File: src/rtl/cal_trg_pkg.sv
// Shared types and constants for the calibration trigger generator.
package cal_trg_pkg;

  localparam int unsigned CT_DEF_CNT_W = 8;
  localparam int unsigned CT_STRIP_W   = 6;

  typedef enum logic [2:0] {
    CT_IDLE,
    CT_LCT,
    CT_WAIT,
    CT_L1A,
    CT_GAP
  } ct_state_t;

endpackage

File: src/rtl/cal_dly_cnt.sv
// Loadable down-counter with terminal-count flag, shared by the WAIT and GAP
// phases of the calibration trigger generator. o_tc is high while the count is 1,
// so a load of N yields exactly N cycles before the terminal transition.
module cal_dly_cnt
  import cal_trg_pkg::*;
#(
  parameter int unsigned CNT_W = CT_DEF_CNT_W
) (
  input  logic             i_clk,
  input  logic             i_rst,
  input  logic             i_load,
  input  logic [CNT_W-1:0] i_load_val,
  output logic             o_tc
);

  logic [CNT_W-1:0] r_cnt;

  // Load takes priority; otherwise count down and rest at zero.
  always_ff @(posedge i_clk) begin
    if (i_rst) begin
      r_cnt <= '0;
    end else if (i_load) begin
      r_cnt <= i_load_val;
    end else if (r_cnt != '0) begin
      r_cnt <= r_cnt - CNT_W'(1);
    end
  end

  assign o_tc = (r_cnt == CNT_W'(1));

endmodule

File: src/rtl/cal_trg_gen.sv
// Calibration trigger generator: emits bursts of one-cycle CSTRIP patterns,
// each followed by a delayed one-cycle CGTRG, with a programmable gap.
// Optional feature macro: CAL_TRG_CONT_EN (NPULSE==0 selects continuous mode).
module cal_trg_gen
  import cal_trg_pkg::*;
#(
  parameter int unsigned CNT_W = CT_DEF_CNT_W
) (
  input  logic                  CLK,
  input  logic                  RST,
  input  logic                  START,
  input  logic                  ABORT,
  input  logic [CT_STRIP_W-1:0] STRIP_MASK,
  input  logic [CNT_W-1:0]      LCT_L1A_DLY,
  input  logic [CNT_W-1:0]      GAP_DLY,
  input  logic [CNT_W-1:0]      NPULSE,
  output logic [CT_STRIP_W-1:0] CSTRIP,
  output logic                  CGTRG,
  output logic                  BUSY,
  output logic                  DONE,
  output logic [CNT_W-1:0]      PCNT
);

  ct_state_t             r_state;
  ct_state_t             w_state_nxt;

  logic [CT_STRIP_W-1:0] r_mask;
  logic [CNT_W-1:0]      r_dly;
  logic [CNT_W-1:0]      r_gap;
  logic [CNT_W-1:0]      r_npulse;
  logic [CNT_W-1:0]      r_pcnt;
  logic [CT_STRIP_W-1:0] r_cstrip;
  logic                  r_cgtrg;
  logic                  r_done;

  logic                  w_cnt_load;
  logic [CNT_W-1:0]      w_cnt_val;
  logic                  w_cnt_tc;
  logic                  w_latch;
  logic                  w_pcnt_inc;
  logic                  w_done_set;
  logic                  w_last;
  logic                  w_start_ok;
  logic [CT_STRIP_W-1:0] w_mask_sel;

  // Widened compare so a saturated PCNT cannot wrap into a match with NPULSE==0.
  assign w_last = (({1'b0, r_pcnt} + (CNT_W+1)'(1)) == {1'b0, r_npulse});

`ifdef CAL_TRG_CONT_EN
  assign w_start_ok = 1'b1;
`else
  assign w_start_ok = (NPULSE != '0);
`endif

  // Outputs are registered from the next state, so the strip pattern must come
  // from the live inputs on the start edge and from the latch afterwards.
  assign w_mask_sel = (r_state == CT_IDLE) ? STRIP_MASK : r_mask;

  cal_dly_cnt #(
    .CNT_W(CNT_W)
  ) u_dly_cnt (
    .i_clk      (CLK),
    .i_rst      (RST),
    .i_load     (w_cnt_load),
    .i_load_val (w_cnt_val),
    .o_tc       (w_cnt_tc)
  );

  // State register.
  always_ff @(posedge CLK) begin
    if (RST) begin
      r_state <= CT_IDLE;
    end else begin
      r_state <= w_state_nxt;
    end
  end

  // Next-state logic; ABORT overrides every transition.
  always_comb begin
    w_state_nxt = r_state;
    case (r_state)
      CT_IDLE: if (START && w_start_ok) w_state_nxt = CT_LCT;
      CT_LCT:  w_state_nxt = (r_dly == '0) ? CT_L1A : CT_WAIT;
      CT_WAIT: if (w_cnt_tc) w_state_nxt = CT_L1A;
      CT_L1A: begin
        if (w_last)              w_state_nxt = CT_IDLE;
        else if (r_gap == '0)    w_state_nxt = CT_LCT;
        else                     w_state_nxt = CT_GAP;
      end
      CT_GAP:  if (w_cnt_tc) w_state_nxt = CT_LCT;
      default: w_state_nxt = CT_IDLE;
    endcase
    if (ABORT) w_state_nxt = CT_IDLE;
  end

  // Per-state control strobes for the counter, latches, PCNT and DONE.
  always_comb begin
    w_cnt_load = 1'b0;
    w_cnt_val  = '0;
    w_latch    = 1'b0;
    w_pcnt_inc = 1'b0;
    w_done_set = 1'b0;
    if (!ABORT) begin
      case (r_state)
        CT_IDLE: begin
          w_latch = START && w_start_ok;
`ifndef CAL_TRG_CONT_EN
          w_done_set = START && (NPULSE == '0);
`endif
        end
        CT_LCT: begin
          w_cnt_load = 1'b1;
          w_cnt_val  = r_dly;
        end
        CT_L1A: begin
          w_pcnt_inc = 1'b1;
          w_done_set = w_last;
          w_cnt_load = 1'b1;
          w_cnt_val  = r_gap;
        end
        default: ;
      endcase
    end
  end

  // Burst configuration captured at start; ignored for the rest of the burst.
  always_ff @(posedge CLK) begin
    if (RST) begin
      r_mask   <= '0;
      r_dly    <= '0;
      r_gap    <= '0;
      r_npulse <= '0;
    end else if (w_latch) begin
      r_mask   <= STRIP_MASK;
      r_dly    <= LCT_L1A_DLY;
      r_gap    <= GAP_DLY;
      r_npulse <= NPULSE;
    end
  end

  // Saturating trigger counter, cleared at burst start.
  always_ff @(posedge CLK) begin
    if (RST) begin
      r_pcnt <= '0;
    end else if (w_latch) begin
      r_pcnt <= '0;
    end else if (w_pcnt_inc && (r_pcnt != '1)) begin
      r_pcnt <= r_pcnt + CNT_W'(1);
    end
  end

  // Registered outputs driven from the upcoming state.
  always_ff @(posedge CLK) begin
    if (RST) begin
      r_cstrip <= '0;
      r_cgtrg  <= 1'b0;
      r_done   <= 1'b0;
    end else begin
      r_cstrip <= (w_state_nxt == CT_LCT) ? w_mask_sel : '0;
      r_cgtrg  <= (w_state_nxt == CT_L1A);
      r_done   <= w_done_set;
    end
  end

  assign CSTRIP = r_cstrip;
  assign CGTRG  = r_cgtrg;
  assign DONE   = r_done;
  assign PCNT   = r_pcnt;
  assign BUSY   = (r_state != CT_IDLE);

endmodule

File: config.mk
export PLATFORM = sky130hd
export DESIGN_NAME = cal_trg_gen
export DESIGN_NICKNAME = d
export VERILOG_FILES = /design/src/rtl/cal_trg_pkg.sv /design/src/rtl/cal_dly_cnt.sv /design/src/rtl/cal_trg_gen.sv
export SDC_FILE = /design/constraint.sdc
export NUM_CORES = 1
export LEC_CHECK = 0
export CAP_MARGIN = 30
export CORE_ASPECT_RATIO = 1.5
export CORE_MARGIN = 4
export CORE_UTILIZATION = 35
export CTS_CLUSTER_DIAMETER = 200
export DETAILED_ROUTE_END_ITERATION = 8
export PLACE_DENSITY = 0.54
export SYNTH_ARGS = -nofsm -noshare
export SYNTH_HDL_FRONTEND = slang
export SYNTH_SLANG_ARGS = --single-unit
File: constraint.sdc
create_clock -name CLK -period 2.97 [get_ports CLK]
set_input_delay 0.594 -clock CLK [delete_from_list [all_inputs] [get_ports CLK]]
set_output_delay 0.594 -clock CLK [all_outputs]
set_load 0.02 [all_outputs]
==> flow_metrics.py, run 1 <==
metrics = {
    "routing": {
        "drcViolationCount": 0,
        "avgViaCountPerCell": 5.127,
        "drt_pass1_iterations": 6,
        "ant_nets": 0,
        "drt_iter0_drc": 114,
        "vias": 2348,
        "routed_wl_um": 6940,
        "wire_per_inst_um": 15.15,
    },
    "clock_tree": {
        "clk_pin_slew_ns": 0.05,
        "cts_tree": "built",
        "clk_path_buf_depth": 2,
        "cts_buffers": 9,
        "ctsHoldBuffers": 0,
        "ctsResizeCount": 0,
        "clk_latency_ns": 0.32,
        "htreeDepth": 3,
        "clockRootBuffer": "clkbuf_16",
        "post_cts_buffers": 0,
        "numClockSinks": 57,
    },
    "cells_and_area": {
        "syn_to_final_growth_pct": 32.54,
        "antenna_cells": 0,
        "num-nets-final": 388,
        "drive_gt1_share_pct": 7.584,
        "final_util_pct": 47.80,
    },
    "grt": {
        "grtUsageTotal_pct": 15.86,
        "grt-ovfl-total": 0,
        "grt_pass1_vias": 2272,
        "grt_max_degree": 24,
        "grt_first_pass_wirelength_um": 11050,
        "antenna_found_initial": 0,
    },
    "sta": {
        "fmax_mhz": 391.9,
        "hold_viol_final": 0,
        "layout_setup_ws_ns": 0.4185,
        "rsz0062_at_grt": "false",
        "finalCriticalPeriod_ns": 2.551,
        "worstMarginPinSlew_ns": 0.5760,
        "drv_slew": 0,
        "min_period_over_period_pct": 85.91,
        "finalSetupViolCount": 0,
        "relSlewSlack_pct": 61.55,
        "final.setup.tns_ns": 0,
        "fin_worst_skew_ns": 0.005953,
    },
    "floorplanning": {
        "core.rowCount": 39,
        "die_h_um": 116.5,
        "dieArea_mm2": 0.009353,
        "die_w_um": 80.31,
        "placeableCoreArea_mm2": 0.007612,
        "initial_core_util_pct": 36.06,
        "pin_count": 51,
    },
    "setup_path": {
        "rrSetupSlack_ns": 0.57,
        "path_class": "reg2out",
        "crit_path_top_delay_cell": "dfxtp_1",
        "cp-start-kind": "flip-flop",
        "crit_arrival_ns": 1.96,
        "worst-path-buf-inv": 3,
        "critPathMaxStageDelay_ns": 0.68,
        "path_delay_family": "buffers and inverters",
        "crit_path_end_kind": "output pin",
        "crit_chain": "nor3_4 > buf_4 > inv_1 > clkdlybuf4s50_1",
        "cp.required_ns": 2.38,
        "worst-path-max-fanout": 14,
    },
    "yosys": {
        "synth_most_common_cell": "dfxtp_1",
        "synth_top_area_share_pct": 41.57,
        "synth_common_cells": "dfxtp_1 (57), nor2_1 (55), mux2i_1 (39)",
        "synth_cells": 305,
        "synth_edf_count": 0,
        "synthArstFlopShare_pct": 0,
        "syn-num-nets": 342,
        "synth_top_cells_by_area": "dfxtp_1 (42%), mux2i_1 (14%), nor2_1 (7.5%), xnor2_1 (2.9%), a21oi_1 (2.2%)",
        "yosys_warnings": 0,
        "synth-main-ff-cell": "dfxtp_1",
        "synth.avg_cell_area_um2": 9.000,
        "synth_seq_cells": 57,
        "synth_top_area_cell": "dfxtp_1",
        "yosysSeqAreaShare_pct": 41.57,
        "ys_types": 47,
        "syn-cell-area_mm2": 0.002745,
    },
    "power_and_ir_drop": {
        "vdd_drop_max_mv": 0.3434,
        "cellPowerDensity_mw_per_mm2": 671.1,
        "leakage_nw": 1.375,
    },
    "hold_path": {
        "hold_class": "reg2reg",
    },
    "flow_run": {
        "max_cap_violations": 0,
    },
    "placed_design": {
        "dpl_worst_slack_ns": 0.1949,
        "dp_hpwl_um": 5213,
        "place.gp.congestion": 0.7845,
        "numPortBuffers": 50,
    },
    "run_status": {
        "run_status": "complete, no violations",
    },
}
-- layout make-up --
class,instances,area [um2]
sequential,57,1141
clock inverter,2,35.03
timing repair buffer,55,538.0
tap,102,127.6
inverter,6,22.52
fill,761,3974
multi-input combinational,222,1500
clock buffer,14,274.0
-- flip-flops by register name, indices dropped and copies added, names as in the netlist --
| signal | count |
|---|---|
| r_state | 3 |
| CGTRG | 1 |
| PCNT | 8 |
| r_dly | 8 |
| DONE | 1 |
| u_dly_cnt.r_cnt | 8 |
| CSTRIP | 6 |
| r_npulse | 8 |
| r_mask | 6 |
| r_gap | 8 |
-- logic make-up (layout without fill, tap and decap cells) --
family / count (synthesis) / in the layout / share of synthesized area [%]
AO/OA/AOI/OAI: 47 / 47 / 12.12
XOR/XNOR: 14 / 14 / 4.467
adder cells (fa/ha/maj): 3 / 3 / 1.368
buffers and inverters: 26 / 77 / 4.056
flip-flops: 57 / 57 / 41.57
multiplexers: 40 / 40 / 14.77
AND/OR/NAND/NOR: 118 / 118 / 21.65
-- placed cells by master, fill, tap and decap left out, types with 7 or more instances in the layout --
cell	Yosys	layout
dfxtp_1	57	57
o21ai_0	7	7
nor3_1	10	10
xnor2_1	9	9
a21oi_1	12	12
mux2i_1	39	39
nand3_1	7	7
clkdlybuf4s50_1	0	50
nand2_1	9	9
nor2_1	55	54
clkbuf_16	0	9
-- metal layers --
| layer | GRT usage, % | up-vias | part of all wire, % |
|---|---|---|---|
| met5 | 0 | - | 0 |
| met4 | 6.426 | 0 | 1.6 |
| met3 | 4.861 | 8 | 2.9 |
| met2 | 28.87 | 40 | 54 |
| met1 | 16.79 | 1116 | 41 |
| li1 | - | 1184 | - |
-- per-stage QoR --
step	power, W	cells	hold WS [ns]	area, um2
floorplan	0.001275	305	0.4596	2745
global placement	0.001413	442	0.4694	3329
detailed placement	0.001413	442	0.4820	3329
CTS	0.002476	458	0.4920	3638
global route	0.002568	458	0.5075	3638
finish	0.002442	458	0.4869	3638
-- tightest hold or removal path: stages (launching register included) --
cell	delay, ns
dfxtp_1	0.32
mux2i_1	0.06
nor2_1	0.07
-- worst paths after layout --
path | from | end | cells after the start
worst min-delay path | r_mask[3] | CSTRIP[3] | 2
worst max-delay path | r_state[1] | BUSY | 4
worst max register to register | PCNT[7] | CSTRIP[2] | 6
worst min register to register | r_mask[3] | CSTRIP[3] | 2
-- where the power goes --
group          switching (W)  internal (W)  leakage [nW]
registers          0.0000642      0.000837         0.465
clock network       0.000331      0.000715         0.153
logic               0.000252      0.000243         0.758
(Power assumes the default switching activity.)
==> run 2: changes to the inputs <==
GPL_TIMING_DRIVEN = 0   (was unset)
==> flow_metrics.py, run 2 (synthesis gave the netlist of run 1 again) <==
metrics = {
    "clock_tree": {
        "clk_path_buf_depth": 2,
        "post_cts_buffers": 0,
        "ctsHoldBuffers": 0,
        "cts_tree": "built",
        "numClockSinks": 57,
        "clk_latency_ns": 0.33,
        "htreeDepth": 3,
        "cts_buffers": 9,
        "clockRootBuffer": "clkbuf_16",
        "clk_pin_slew_ns": 0.05,
        "ctsResizeCount": 0,
    },
    "cells_and_area": {
        "syn_to_final_growth_pct": 32.77,
        "fillCellCount": 789,
        "final_cell_mix": "dfxtp_1 (57), nor2_1 (55), clkdlybuf4s50_1 (49), mux2i_1 (39), clkbuf_1 (14)",
        "final_area_mm2": 0.003645,
        "drive_gt1_share_pct": 7.588,
        "num-nets-final": 402,
        "antenna_cells": 0,
        "final_common_cell": "dfxtp_1",
        "final_util_pct": 47.88,
    },
    "routing": {
        "routed_wl_um": 6941,
        "vias": 2360,
        "avgViaCountPerCell": 5.011,
        "drcViolationCount": 0,
        "ant_nets": 0,
        "drt_iter0_drc": 73,
        "wire_per_inst_um": 14.74,
        "drt_pass1_iterations": 4,
    },
    "setup_path": {
        "rr_endpoint": "CSTRIP[2]",
        "rrSetupSlack_ns": 0.59,
        "worst-path-max-fanout": 10,
        "cp-start-kind": "flip-flop",
        "startpoint": "r_state[2]",
        "r2r_start": "PCNT[7]",
        "crit_path_end_kind": "output pin",
        "cp.required_ns": 2.38,
        "r2r_cells": 6,
        "crit_arrival_ns": 2.00,
        "path_class": "reg2out",
    },
    "power_and_ir_drop": {
        "leakage_nw": 1.386,
        "cellPowerDensity_mw_per_mm2": 646.3,
        "vdd_drop_max_mv": 0.3174,
    },
    "floorplanning": {
        "initial_core_util_pct": 36.06,
        "placeableCoreArea_mm2": 0.007612,
        "die_h_um": 116.5,
        "dieArea_mm2": 0.009353,
        "pin_count": 51,
        "die_w_um": 80.31,
        "core.rowCount": 39,
    },
    "grt": {
        "grt.busiest_layer": "met2",
        "grt-ovfl-total": 0,
        "use_met1_pct": 16.07,
        "grt_first_pass_wirelength_um": 11120,
        "grtUsageMet2_pct": 29.15,
        "grtUsageTotal_pct": 15.79,
        "antenna_found_initial": 0,
        "grt_max_degree": 11,
        "grtUsageMet3_pct": 4.475,
        "grt_pass1_vias": 2297,
    },
    "run_status": {
        "run_status": "complete, no violations",
    },
    "sta": {
        "layout_setup_ws_ns": 0.3760,
        "drv_slew": 0,
        "finalCriticalPeriod_ns": 2.594,
        "finalSetupViolCount": 0,
        "fmax_mhz": 385.5,
        "rsz0062_at_grt": "false",
        "whs_ns": 0.4852,
        "worstMarginPinSlew_ns": 0.5192,
        "min_period_over_period_pct": 87.34,
        "hold_viol_final": 0,
        "relSlewSlack_pct": 65.24,
        "fin_worst_skew_ns": 0.004824,
        "final.setup.tns_ns": 0,
    },
    "placed_design": {
        "numPortBuffers": 49,
        "dpl_worst_slack_ns": 0.1930,
        "placed_area_mm2": 0.003363,
        "dp_hpwl_um": 5286,
        "place.gp.congestion": 0.8114,
    },
    "hold_path": {
        "hp-start": "r_mask[0]",
        "min_path_cells": 2,
        "min_to": "CSTRIP[0]",
        "hold_class": "reg2reg",
    },
    "flow_run": {
        "max_cap_violations": 0,
    },
}
[run 2: cell types whose count changed in the layout (fill, tap and decap cells not counted), sizes merged]
| cell | change |
|---|---|
| clkinv | +2 |
| clkbuf | +12 |
| bufinv | -1 |
| clkdlybuf4s50 | -1 |
| buf | +1 |
[run 2: final cells by class]
cell class | instances | area (um2) | share of cell area [%]
repair buffers | 49 | 490.5 | 13.46
flip-flops and latches | 57 | 1141 | 31.31
inverters | 6 | 22.52 | 0.6179
well taps | 102 | 127.6 | 3.502
multi-input cells | 222 | 1493 | 40.95
plain buffers | 20 | 88.84 | 2.437
clock inverters | 3 | 15.01 | 0.4119
clock buffers | 12 | 266.5 | 7.312
[run 2: metrics by stage]
step	cells	power (W)
4_1_cts	471	0.002383
6_report	471	0.002356
3_3_place_gp	456	0.001415
3_5_place_dp	456	0.001419
5_1_grt	471	0.002492
2_1_floorplan	305	0.001275
[run 2: layer usage]
metal	routed length (um)	part of all wire [%]	vias to the layer above
met5	0	0	-
met4	148	2.1	0
met1	2776	40	1088
met2	3779	54	45
li1	-	-	1211
met3	237	3.4	16
[run 2: power breakdown]
part	switching [W]	total [W]	internal [W]	leakage, nW
logic	0.000261	0.000506	0.000245	0.777
clock network	0.000330	0.000951	0.000621	0.144
registers	0.0000615	0.000899	0.000837	0.465
[run 2: worst max-delay path by stage]
| stage | cells after the start | end | slack, ns |
|---|---|---|---|
| 5_1_grt | 4 | BUSY | 0.21 |
| 6_report | 4 | BUSY | 0.38 |
| 3_5_place_dp | 7 | PCNT[6] | 0.19 |
| 4_1_cts | 4 | BUSY | 0.33 |
| 2_1_floorplan | 6 | CSTRIP[0] | 0.69 |
| 3_3_place_gp | 7 | PCNT[6] | 0.21 |
[run 2: critical path, cell delays in order, from the launching register on]
cell and delay (ns):
dfxtp_1 0.29, clkbuf_1 0.22, nor3_4 0.53, inv_1 0.07
clkdlybuf4s50_1 0.55
==> run 3: changes to the inputs <==
PLACE_DENSITY = 0.56   (was 0.54)
clock period = 2.35 ns   (was 2.97 ns; I/O delays follow)
==> flow_metrics.py, run 3 (synthesis gave the netlist of run 1 again) <==
metrics = {
    "run_status": {
        "run_status": "complete, no violations",
    },
    "sta": {
        "finalCriticalPeriod_ns": 2.214,
        "fmax_mhz": 451.7,
        "relSlewSlack_pct": 64.13,
        "rsz0062_at_grt": "false",
        "layout_setup_ws_ns": 0.1360,
        "worstMarginPinSlew_ns": 0.5345,
        "finalSetupViolCount": 0,
        "hold_viol_final": 0,
        "drv_slew": 0,
        "min_period_over_period_pct": 94.21,
        "final.setup.tns_ns": 0,
        "fin_worst_skew_ns": 0.006166,
    },
    "placed_design": {
        "dpl.cell_count": 456,
        "dpl_worst_slack_ns": -0.2924,
        "numPortBuffers": 49,
        "place.gp.congestion": 0.7935,
        "dp_hpwl_um": 5223,
    },
    "setup_path": {
        "crit_arrival_ns": 2.42,
        "crit_path_end_kind": "flip-flop",
        "cp.required_ns": 2.55,
        "r2r_cells": 6,
        "rr_endpoint": "CSTRIP[2]",
        "cp-start-kind": "input port",
        "rrSetupSlack_ns": 0.17,
        "path_class": "in2reg",
        "startpoint": "NPULSE[7]",
        "worst-path-max-fanout": 6,
        "r2r_start": "PCNT[7]",
    },
    "routing": {
        "drcViolationCount": 0,
        "vias": 2346,
        "wire_per_inst_um": 14.61,
        "avgViaCountPerCell": 5.002,
        "drt_iter0_drc": 102,
        "ant_nets": 0,
        "routed_wl_um": 6851,
        "drt_pass1_iterations": 4,
    },
    "grt": {
        "grt-ovfl-total": 0,
        "grtUsageTotal_pct": 16.38,
        "antenna_found_initial": 0,
        "grt_pass1_vias": 2359,
        "grt_first_pass_wirelength_um": 11530,
        "grt_max_degree": 11,
    },
    "cells_and_area": {
        "antenna_cells": 0,
        "final_cell_mix": "dfxtp_1 (56), nor2_1 (55), clkdlybuf4s50_1 (49), mux2i_1 (39), clkbuf_1 (14)",
        "drive_gt1_share_pct": 8.174,
        "syn_to_final_growth_pct": 33.32,
        "fillCellCount": 791,
        "final_common_cell": "dfxtp_1",
        "num-nets-final": 401,
        "instances_no_fill": 469,
    },
    "floorplanning": {
        "pin_count": 51,
        "placeableCoreArea_mm2": 0.007612,
        "initial_core_util_pct": 36.06,
        "die_w_um": 80.31,
        "die_h_um": 116.5,
        "core.rowCount": 39,
        "dieArea_mm2": 0.009353,
    },
    "hold_path": {
        "min_path_cells": 2,
        "hold_class": "reg2reg",
        "hp-start": "r_mask[3]",
        "min_to": "CSTRIP[3]",
    },
    "clock_tree": {
        "clockRootBuffer": "clkbuf_16",
        "numClockSinks": 57,
        "htreeDepth": 3,
        "cts_buffers": 9,
        "clk_latency_ns": 0.33,
        "ctsHoldBuffers": 0,
        "clk_path_buf_depth": 2,
        "clk_pin_slew_ns": 0.05,
        "cts_tree": "built",
    },
    "power_and_ir_drop": {
        "leakage_nw": 1.374,
        "vdd_drop_max_mv": 0.5155,
        "cellPowerDensity_mw_per_mm2": 803.9,
        "power_w": 0.002942,
    },
    "flow_run": {
        "max_cap_violations": 0,
    },
}
==> run 3: changes by cell type in the layout (fill, tap and decap cells not counted), sizes merged <==
cell	delta
buf	+1
clkinv	-3
==> run 3: timing repair <==
action	CTS	global route
pin swaps	1	1
endpoints found under the hold margin	0	0
gates resized for setup	2	6
gates cloned	0	0
setup endpoints to repair	22	7
buffers inserted	1	0
==> run 3: final cells by class <==
type                            count  area [um2]  share of cell area [%]
Multi-Input combinational cell    222        1523                   41.61
Sequential cell                    57        1142                   31.21
Timing Repair Buffer               50       498.0                   13.61
Clock buffer                       14       264.0                   7.214
Tap cell                          102       127.6                   3.487
Buffer                             18       82.58                   2.256
Inverter                            6       22.52                  0.6154
==> run 3: metal layers <==
layer  vias to the layer above  track usage, %  wire (um)
met5                         -               0          0
met4                         0           6.877        137
met3                        13           5.015        283
met2                        36           29.37       3741
met1                      1087           17.64       2689
li1                       1210               -          -
==> run 3: critical path, cell delays in order <==
cell and delay (ns):
clkdlybuf4s50_1 0.42, or4_1 0.58, o211ai_1 0.28, o311a_1 0.27, inv_1 0.10, o21ai_4 0.24
nor2_1 0.08
==> run 3: worst max-delay path by stage <==
stage | endpoint | depth (start not counted)
finish | CSTRIP[2] | 7
CTS | CSTRIP[2] | 6
floorplan | CSTRIP[0] | 6
global placement | CSTRIP[2] | 7
detailed placement | PCNT[6] | 7
global route | CSTRIP[0] | 7
==> run 3: per-stage QoR <==
stage	cell area (um2)	hold slack (ns)	utilization [%]
6_report	3660	0.4850	48.08
3_5_place_dp	3363	0.4767	44.18
3_3_place_gp	3363	0.4657	44.18
2_1_floorplan	2745	0.4596	-
5_1_grt	3660	0.5076	48.08
4_1_cts	3650	0.4869	47.95
==> run 3: power by group <==
part / total (W) / leakage, nW / internal, W / switching (W)
Clock: 0.00116 / 0.129 / 0.000756 / 0.000400
Combinational: 0.000647 / 0.780 / 0.000317 / 0.000330
Sequential: 0.00114 / 0.465 / 0.00106 / 0.0000797
